<file path="src/rtl/l1_cache_pkg.sv">
// Shared L1 cache definitions: L2 command codes, refill FSM states and a
// constant-expression clog2 helper for deriving field widths.
package l1_cache_pkg;

    localparam logic [1:0] L2_CMD_RD = 2'b00;
    localparam logic [1:0] L2_CMD_WR = 2'b01;

    typedef enum logic [2:0] {
        ST_IDLE = 3'd0,
        ST_REQ  = 3'd1,
        ST_FILL = 3'd2,
        ST_TAG  = 3'd3,
        ST_ERR  = 3'd4
    } refill_state_e;

    function automatic int unsigned clog2(input int unsigned value);
        int unsigned result;
        result = 0;
        for (int i = 0; i < 32; i++) begin
            if ((32'd1 << i) < value) begin
                result = 32'(i + 1);
            end
        end
        return result;
    endfunction

endpackage

</file>
<file path="src/rtl/l1_beat_counter.sv">
// Wrapping beat counter with synchronous clear and a terminal-count flag;
// clear has priority over increment.
module l1_beat_counter
    import l1_cache_pkg::*;
#(
    parameter int unsigned COUNT = 8,
    parameter int unsigned CNT_W = clog2(COUNT)
) (
    input  logic             clk,
    input  logic             rst_n,
    input  logic             i_clr,
    input  logic             i_inc,
    output logic [CNT_W-1:0] o_cnt,
    output logic             o_last_c
);

    logic [CNT_W-1:0] r_cnt;

    always_ff @(posedge clk or negedge rst_n) begin
        if (!rst_n) begin
            r_cnt <= '0;
        end else if (i_clr) begin
            r_cnt <= '0;
        end else if (i_inc) begin
            r_cnt <= o_last_c ? '0 : r_cnt + CNT_W'(1);
        end
    end

    assign o_cnt    = r_cnt;
    assign o_last_c = (r_cnt == CNT_W'(COUNT - 1));

endmodule

</file>
<file path="src/rtl/l1_refill_engine.sv">
// L1 miss refill engine: accepts one miss, issues a burst read to L2, streams
// the beats into the data RAM and then installs the tag (or aborts on error).
module l1_refill_engine
    import l1_cache_pkg::*;
#(
    parameter int unsigned BLOCK_SIZE     = 32,
    parameter int unsigned L2_CMND_WIDTH  = 2,
    parameter int unsigned L2_SIZE_WIDTH  = 3,
    parameter int unsigned L2_ADDR_WIDTH  = 16,
    parameter int unsigned L2_DATA_WIDTH  = 32,
    localparam int unsigned OFF_W          = clog2(BLOCK_SIZE),
    localparam int unsigned LINE_IDX_WIDTH = L2_ADDR_WIDTH - OFF_W
) (
    input  logic                      clk,
    input  logic                      rst_n,
    input  logic                      miss_val,
    input  logic [L2_ADDR_WIDTH-1:0]  miss_addr,
    output logic                      miss_ack,
    output logic                      refill_done,
    output logic                      refill_err,
    output logic                      req_val,
    input  logic                      req_ack,
    output logic                      req_nc,
    output logic [L2_CMND_WIDTH-1:0]  req_cmd,
    output logic [L2_SIZE_WIDTH-1:0]  req_size,
    output logic [L2_ADDR_WIDTH-1:0]  req_addr,
    input  logic                      resp_rdata_val,
    input  logic [L2_DATA_WIDTH-1:0]  resp_rdata,
    input  logic                      resp_val,
    input  logic                      resp_err,
    output logic                      ram_wen,
    output logic [L2_ADDR_WIDTH-3:0]  ram_waddr,
    output logic [L2_DATA_WIDTH-1:0]  ram_wdata,
    output logic                      tag_wr_val,
    output logic [LINE_IDX_WIDTH-1:0] tag_wr_addr,
    output logic [LINE_IDX_WIDTH-1:0] tag_wr_data
);

    localparam int unsigned BEATS = BLOCK_SIZE * 8 / L2_DATA_WIDTH;
    localparam int unsigned CNT_W = clog2(BEATS);

    refill_state_e             r_state;
    refill_state_e             w_next;
    logic [LINE_IDX_WIDTH-1:0] r_line;
    logic [CNT_W-1:0]          w_cnt;
    logic                      w_last;
    logic                      w_accept;
    logic                      w_beat;
    logic                      w_end_ok;
    logic                      w_end_err;
    logic                      w_unused_offset;

    // Accept is gated by rst_n so the handshake stays low while reset is held.
    assign w_accept  = rst_n && (r_state == ST_IDLE) && miss_val;
    assign w_beat    = (r_state == ST_FILL) && resp_rdata_val;
    assign w_end_ok  = w_beat && resp_val && !resp_err && w_last;
    assign w_end_err = (r_state == ST_FILL) && resp_val && !w_end_ok;

    assign w_unused_offset = ^miss_addr[OFF_W-1:0];

    l1_beat_counter #(
        .COUNT (BEATS),
        .CNT_W (CNT_W)
    ) u_beat_counter (
        .clk      (clk),
        .rst_n    (rst_n),
        .i_clr    (w_end_err || w_accept),
        .i_inc    (w_beat),
        .o_cnt    (w_cnt),
        .o_last_c (w_last)
    );

    always_ff @(posedge clk or negedge rst_n) begin
        if (!rst_n) begin
            r_state <= ST_IDLE;
        end else begin
            r_state <= w_next;
        end
    end

    always_ff @(posedge clk or negedge rst_n) begin
        if (!rst_n) begin
            r_line <= '0;
        end else if (w_accept) begin
            r_line <= miss_addr[L2_ADDR_WIDTH-1:OFF_W];
        end
    end

    // Any burst end other than a clean last beat (error or short) aborts.
    always_comb begin
        w_next = r_state;
        case (r_state)
            ST_IDLE: if (w_accept) w_next = ST_REQ;
            ST_REQ:  if (req_ack)  w_next = ST_FILL;
            ST_FILL: begin
                if (w_end_ok) begin
                    w_next = ST_TAG;
                end else if (w_end_err) begin
                    w_next = ST_ERR;
                end
            end
            ST_TAG:  w_next = ST_IDLE;
            ST_ERR:  w_next = ST_IDLE;
            default: w_next = ST_IDLE;
        endcase
    end

    always_comb begin
        miss_ack    = 1'b0;
        req_val     = 1'b0;
        req_size    = '0;
        ram_wen     = 1'b0;
        ram_wdata   = '0;
        tag_wr_val  = 1'b0;
        refill_done = 1'b0;
        refill_err  = 1'b0;
        case (r_state)
            ST_IDLE: miss_ack = w_accept;
            ST_REQ: begin
                req_val  = 1'b1;
                req_size = L2_SIZE_WIDTH'(OFF_W);
            end
            ST_FILL: begin
                ram_wen   = resp_rdata_val;
                ram_wdata = resp_rdata_val ? resp_rdata : '0;
            end
            ST_TAG: begin
                tag_wr_val  = 1'b1;
                refill_done = 1'b1;
            end
            ST_ERR:  refill_err = 1'b1;
            default: ;
        endcase
    end

    assign req_nc      = 1'b0;
    assign req_cmd     = L2_CMND_WIDTH'(L2_CMD_RD);
    assign req_addr    = {r_line, {OFF_W{1'b0}}};
    assign ram_waddr   = {r_line, w_cnt};
    assign tag_wr_addr = r_line;
    assign tag_wr_data = r_line;

endmodule

</file>
<file path="config.mk">
export PLATFORM = sky130hd
export DESIGN_NAME = l1_refill_engine
export DESIGN_NICKNAME = d
export VERILOG_FILES = /design/src/rtl/l1_cache_pkg.sv /design/src/rtl/l1_beat_counter.sv /design/src/rtl/l1_refill_engine.sv
export SDC_FILE = /design/constraint.sdc
export NUM_CORES = 1
export LEC_CHECK = 0
export CORE_MARGIN = 5
export CORE_UTILIZATION = 26
export DETAILED_ROUTE_END_ITERATION = 6
export GPL_ROUTABILITY_DRIVEN = 0
export PLACE_DENSITY = 0.78
export SETUP_SLACK_MARGIN = 0.1
export SLEW_MARGIN = 20
export SYNTH_ARGS = -nofsm -noshare
export SYNTH_HDL_FRONTEND = slang
export SYNTH_SLANG_ARGS = --single-unit
</file>
<file path="constraint.sdc">
create_clock -name clk -period 1.32 [get_ports clk]
set_input_delay 0.198 -clock clk [delete_from_list [all_inputs] [get_ports clk]]
set_output_delay 0.198 -clock clk [all_outputs]
set_load 0.01 [all_outputs]
</file>
==> run_results.csv, run 1 <==
group,metric,value,unit
critical_path,crit_path_end_kind,"output port",
placement,post-place-cells,316,
timing,min_tclk_post_route,1762,ps
floorplanning,io_pins,151,
grt,grt.overflow.total,0,
floorplanning,design.die.area,6947,µm²
floorplanning,die_width,83.35,µm
pwr,irDropWorstVdd,0.6844,mV
timing,fin_ws,-441.8,ps
timing,timing.final.setup_violations,57,
grt,grt_start_max_net_pins,19,
placement,hpwlAfterDp,3721,µm
critical_path,cp.arrival,1560,ps
cells_and_area,flow.area_growth_from_synthesis,117.9,%
cells_and_area,multiInputGateArea,754.5,µm²
clock_tree,cts_tree,"yes",
yosys,cell_type_with_the_largest_total_area_after_synthesis,"dfrtp_1",
cells_and_area,fin_util,58.93,%
pwr,seqPwrFrac,21.4,%
critical_path,r2r-start,"r_state[2]",
floorplanning,rows,26,
pwr,cellPowerDensity,1453,nW/µm²
yosys,synth_area,1399,µm²
cells_and_area,fill_cells,447,
drt,route.final.wire_length,5152,µm
floorplanning,placeableCoreArea,5172,µm²
cells_and_area,final-instance-count-excl-fill,347,
pwr,combPwrFrac,69.7,%
critical_path,crit_required,1120,ps
timing,min_period_over_period,133.5,%
drt,detailedRoute.firstIterationViolations,42,
drt,routed-via-count,1480,
clock_tree,cts_inserted_buffers,3,
clock_tree,cts.clk_slew.worst_paths,70,ps
cells_and_area,sequential_cell_area,425.4,µm²
timing,finalHoldViolations,0,
grt,number_of_global_route_vias_before_repair,1522,
grt,grt_first_pass_wirelength,7458,µm
yosys,ys_top_cells_by_area,"dfrtp_1, buf_4, and2_1",
flow_run,count_of_maximum_capacitance_violations,0,
yosys,yosys_warnings,0,
clock_tree,clk_root_buffer_cell,"clkbuf_8",
run_status,result_of_the_run,"complete, but fails checks",
critical_path,type_of_origin_of_the_critical_path,"flip-flop",
cells_and_area,diodes,0,
yosys,synth_top_flop_cell,"dfrtp_1",
pwr,internal_power,2.779,mW
timing,clock.fmax,567.6,MHz
timing,timing.final.max_slew_violations,0,
yosys,netlist_instances,144,
run_status,failed_checks,"negative setup slack",
critical_path,cp-startpoint,"r_state[2]",
clock_tree,clock-sinks,17,
grt,antenna_found_initial,0,
timing,timing.setup.tns,-20200,ps
yosys,synth.distinct_cells,30,
clock_tree,cts_hold_repair.buffers,0,
yosys,async_flop_share,100.0,%
floorplanning,dieHeight,83.35,µm
drt,post_drt_via_cell_ratio,4.265,
worst_hold_path,timing.hold.worst.class,"input port to asynchronous set/reset pin",
yosys,yosys.area.top_type_share,30.41,%
clock_tree,htree_levels,1,
pwr,final_total_pwr,4.430,mW
critical_path,crit_type,"flip-flop to output port",
timing,skew,3.403,ps
yosys,syn_avg_cell_area,9.714,µm²
pwr,static-leakage-power,1.496,nW
clock_tree,clockBufferDepth,2,
cells_and_area,layout-drive-gt1-share,49.10,%
drt,route.detailed.drc,0,
placement,io_buffers,136,
placement,placement.cell_area,2650,µm²
critical_path,critPathMaxFanout,4,
drt,dr.pass1.iters,4,
pwr,power_switching_share,37.25,%
yosys,synth-edff-count,0,
pwr,netSwitchingPower,1.650,mW
clock_tree,clk-insertion-delay-late,250,ps
grt,grt_use_total,13.08,%
pwr,power_frac_clock,8.9,%
floorplanning,initial_utilization,27.04,%
drt,ant_nets,0,
drt,wl_per_cell,14.85,µm
cells_and_area,final_cell_area,3048,µm²
timing,rsz0062_at_grt,"true",
yosys,yosysSeqAreaShare,30.41,%
cells_and_area,nNetsFinal,335,
yosys,synth.ff_latch_count,17,
[critical path, cell delays in order, from the launching register on]
cell       delay, ps
dfrtp_1          400
and4bb_4         330
buf_6            100
buf_8            120
clkbuf_16        130
and2_4           130
buf_6             90
[final timing paths]
| path | to | slack (ps) | cells past startpoint |
|---|---|---|---|
| max | ram_wdata[16] | -440 | 6 |
| min | u_beat_counter.o_cnt[1] | 320 | 2 |
| max reg2reg | u_beat_counter.o_cnt[0] | -390 | 7 |
| min reg2reg | tag_wr_addr[0] | 560 | 1 |
| max in group asynchronous | tag_wr_addr[10] | 800 | 2 |
| min in group clk | tag_wr_addr[10] | 560 | 2 |
[registers in the layout, indices dropped and copies added, names as in the netlist]
name                  count
tag_wr_addr              11
u_beat_counter.o_cnt      3
r_state                   3
[power groups by stage]
| stage | Clock (mW) | Sequential, mW | Combinational [mW] |
|---|---|---|---|
| after floorplan | 0 | 1.07 | 1.80 |
| after global routing | 0.430 | 0.986 | 3.28 |
| after global placement | 0 | 0.969 | 3.05 |
| after detailed placement | 0 | 0.988 | 3.09 |
| after CTS | 0.403 | 0.948 | 2.90 |
| final | 0.394 | 0.948 | 3.09 |
[cell families after synthesis]
kind of cell,synth area share (%)
other,0.2681
and+or+nand+nor,22.90
DFF,30.41
muxes,11.27
AOI/OAI and AO/OA,5.187
adders and majority gates,1.789
buffers and inverters,28.18
[repair_timing]
item / in CTS / in global routing
gates cloned: 4 / 1
gates resized for setup: 269 / 20
endpoints found under the setup margin: 104 / 59
buffers inserted: 11 / 12
pin swaps: 11 / 12
[layout make-up]
cell class | count | share of cell area, %
multi-input cells | 82 | 24.75
flip-flops and latches | 17 | 13.96
clock inverters | 1 | 0.1642
clock buffers | 3 | 1.355
well taps | 70 | 2.874
repair buffers | 172 | 56.65
inverters | 2 | 0.2463
[per-stage QoR]
step | hold slack (ps) | worst slack (ps)
final | 323.7 | -441.8
after CTS | 335.5 | -460.4
after global routing | 348.9 | -492.1
after detailed placement | 570.9 | -697.4
after global placement | 559.0 | -659.8
after floorplan | -97.59 | -97.60
[layer usage]
metal	part of all wire [%]	vias to the layer above	track usage, %
li1	-	686	-
met4	1.1	0	4.012
met2	55	101	27.04
met5	0	-	0
met1	33	689	11.40
met3	11	4	4.653
[cells in the mapped netlist (2+ instances only)]
| cell | n |
|---|---|
| buf_2 | 2 |
| a21oi_1 | 3 |
| buf_4 | 45 |
| dfrtp_1 | 17 |
| a31oi_1 | 3 |
| mux2_2 | 6 |
| inv_1 | 2 |
| o211ai_1 | 2 |
| and2_1 | 32 |
| clkbuf_1 | 2 |
| nor2_1 | 3 |
| mux2_4 | 6 |
| ha_1 | 2 |
| nand3b_1 | 3 |
[layout by cell type, fill, tap and decap left out, types with 2 or more instances in the layout]
cell type	netlist	layout
o211ai_1	2	2
buf_6	1	44
nand3b_1	3	3
clkbuf_8	0	3
a21oi_1	3	3
mux2_4	6	12
buf_2	2	6
inv_1	2	2
and2_4	0	33
a31oi_1	3	3
clkdlybuf4s50_1	0	49
dlygate4sd2_1	0	46
nor2_2	1	2
buf_16	0	3
conb_1	1	9
buf_8	0	2
dfrtp_1	17	17
buf_4	45	20
Note: power is estimated with default switching activity, not from simulation.
==> run 2, diff against run 1 <==
--- a/config.mk
+++ b/config.mk
@@ -9,7 +9,8 @@
 export CORE_UTILIZATION = 26
 export DETAILED_ROUTE_END_ITERATION = 6
 export GPL_ROUTABILITY_DRIVEN = 0
-export PLACE_DENSITY = 0.78
+export PLACE_DENSITY = 0.83
+export RECOVER_POWER = 50
 export SETUP_SLACK_MARGIN = 0.1
 export SLEW_MARGIN = 20
 export SYNTH_ARGS = -nofsm -noshare
==> run_results.csv, run 2 (synthesis results as in run 1) <==
group,metric,value,unit
critical_path,critPathMaxFanout,8,
grt,grt_start_max_net_pins,19,
worst_hold_path,timing.hold.worst.class,"input port to asynchronous set/reset pin",
timing,timing.final.setup_violations,57,
floorplanning,initial_utilization,27.04,%
pwr,seqPwrFrac,21.8,%
floorplanning,placeableCoreArea,5172,µm²
clock_tree,clock-sinks,17,
clock_tree,cts_hold_repair.buffers,0,
cells_and_area,fin_util,57.84,%
cells_and_area,layout-drive-gt1-share,48.88,%
cells_and_area,nNetsFinal,326,
grt,number_of_global_route_vias_before_repair,1492,
grt,grt_use_total,13.13,%
cells_and_area,diodes,0,
critical_path,cp.arrival,1540,ps
pwr,netSwitchingPower,1.639,mW
pwr,power_switching_share,37.49,%
placement,io_buffers,136,
timing,rsz0062_at_grt,"true",
pwr,power_frac_clock,8.7,%
clock_tree,clk-insertion-delay-late,250,ps
run_status,result_of_the_run,"complete, but fails checks",
critical_path,crit_required,1120,ps
critical_path,crit_path_end_kind,"output port",
grt,grt.overflow.total,0,
drt,route.final.wire_length,5038,µm
drt,routed-via-count,1437,
timing,timing.final.max_slew_violations,0,
clock_tree,clk_root_buffer_cell,"clkbuf_8",
clock_tree,cts.clk_slew.worst_paths,70,ps
floorplanning,rows,26,
pwr,cellPowerDensity,1461,nW/µm²
grt,antenna_found_initial,0,
clock_tree,htree_levels,1,
pwr,internal_power,2.733,mW
timing,min_period_over_period,131.9,%
pwr,static-leakage-power,1.445,nW
floorplanning,die_width,83.35,µm
timing,min_tclk_post_route,1741,ps
cells_and_area,largest_reg_flops,11,
clock_tree,clockBufferDepth,2,
placement,hpwlAfterDp,3654,µm
cells_and_area,final-instance-count-excl-fill,338,
critical_path,crit_type,"flip-flop to output port",
drt,dr.pass1.iters,4,
cells_and_area,final_cell_mix,"clkdlybuf4s50_1, buf_6, dlygate4sd2_1",
timing,clock.fmax,574.5,MHz
drt,route.detailed.drc,0,
timing,finalHoldViolations,0,
drt,ant_nets,0,
grt,grt_first_pass_wirelength,7486,µm
drt,wl_per_cell,14.91,µm
cells_and_area,flow.area_growth_from_synthesis,113.9,%
placement,post-place-cells,316,
drt,post_drt_via_cell_ratio,4.251,
cells_and_area,layout.cells.most_common,"clkdlybuf4s50_1",
timing,fin_ws,-420.7,ps
floorplanning,design.die.area,6947,µm²
pwr,irDropWorstVdd,0.8436,mV
clock_tree,cts_inserted_buffers,3,
cells_and_area,fill_cells,447,
timing,finalHoldWorstSlack,464.5,ps
drt,detailedRoute.firstIterationViolations,31,
pwr,combPwrFrac,69.4,%
clock_tree,cts_tree,"yes",
critical_path,type_of_origin_of_the_critical_path,"flip-flop",
floorplanning,dieHeight,83.35,µm
run_status,failed_checks,"negative setup slack",
timing,skew,4.448,ps
flow_run,count_of_maximum_capacitance_violations,0,
floorplanning,io_pins,151,
-- run 2: critical path, stage by stage (launching register included) --
cell      delay (ps)
dfrtp_1          380
and4bb_4         350
buf_6            130
buf_12           110
buf_16           110
and2_4           130
buf_6             90
-- run 2: timing repair --
action / in CTS / in global routing
cloned: 4 / 1
pin swaps: 17 / 7
setup buffers: 8 / 6
setup endpoints to repair: 104 / 59
resized for setup: 267 / 29
-- run 2: stage by stage --
| stage | cell area (µm²) | worst slack (ps) | power (mW) | TNS [ps] |
|---|---|---|---|---|
| floorplan | 1540 | -97.60 | 2.868 | -838.0 |
| global placement | 2650 | -664.0 | 4.028 | -28520 |
| detailed placement | 2650 | -679.6 | 4.093 | -28830 |
| CTS | 2830 | -421.7 | 4.188 | -16430 |
| global route | 2992 | -491.5 | 4.650 | -20880 |
| finish | 2992 | -420.7 | 4.372 | -17190 |
-- run 2: worst paths after layout --
path | startpoint | end | slack (ps) | cells after the start
setup / recovery | r_state[2] | ram_wdata[4] | -420 | 6
hold / removal | rst_n | tag_wr_addr[1] | 460 | 2
setup reg to reg | r_state[2] | u_beat_counter.o_cnt[0] | -370 | 7
hold reg to reg | tag_wr_addr[5] | tag_wr_addr[5] | 570 | 1
max in group asynchronous | rst_n | r_state[2] | 540 | 2
min in group clk | miss_addr[9] | tag_wr_addr[4] | 560 | 2
-- run 2: power groups by stage --
stage | combinational, mW | clock [mW] | sequential [mW]
3_5_place_dp | 3.10 | 0 | 0.990
3_3_place_gp | 3.06 | 0 | 0.972
6_report | 3.04 | 0.381 | 0.954
4_1_cts | 2.84 | 0.398 | 0.948
2_1_floorplan | 1.80 | 0 | 1.07
5_1_grt | 3.22 | 0.432 | 0.995
-- run 2: layout make-up --
cell class / instances / area [µm²] / share of cell area [%]
Tap cell: 70 / 87.58 / 2.928
Clock inverter: 1 / 5.005 / 0.1673
Sequential cell: 17 / 425.4 / 14.22
Timing Repair Buffer: 163 / 1652 / 55.21
Inverter: 2 / 7.507 / 0.2509
Multi-Input combinational cell: 82 / 773.2 / 25.85
Clock buffer: 3 / 41.29 / 1.380
-- run 2: routing by layer --
layer  part of all wire [%]  wire (µm)  GRT usage (%)  up-vias
met5                      0          0              0        -
met3                     11        556          5.248        2
met2                     55       2756          25.51       83
met4                   0.20         10          2.675        0
met1                     34       1715          12.98      680
li1                       -          -              -      672
==> run 3, diff against run 2 <==
--- a/config.mk
+++ b/config.mk
@@ -12,7 +12,6 @@
 export PLACE_DENSITY = 0.83
 export RECOVER_POWER = 50
 export SETUP_SLACK_MARGIN = 0.1
-export SLEW_MARGIN = 20
 export SYNTH_ARGS = -nofsm -noshare
 export SYNTH_HDL_FRONTEND = slang
 export SYNTH_SLANG_ARGS = --single-unit
==> results of run 3 <==
The final DEF is identical to that of run 2; final timing and power are the same.
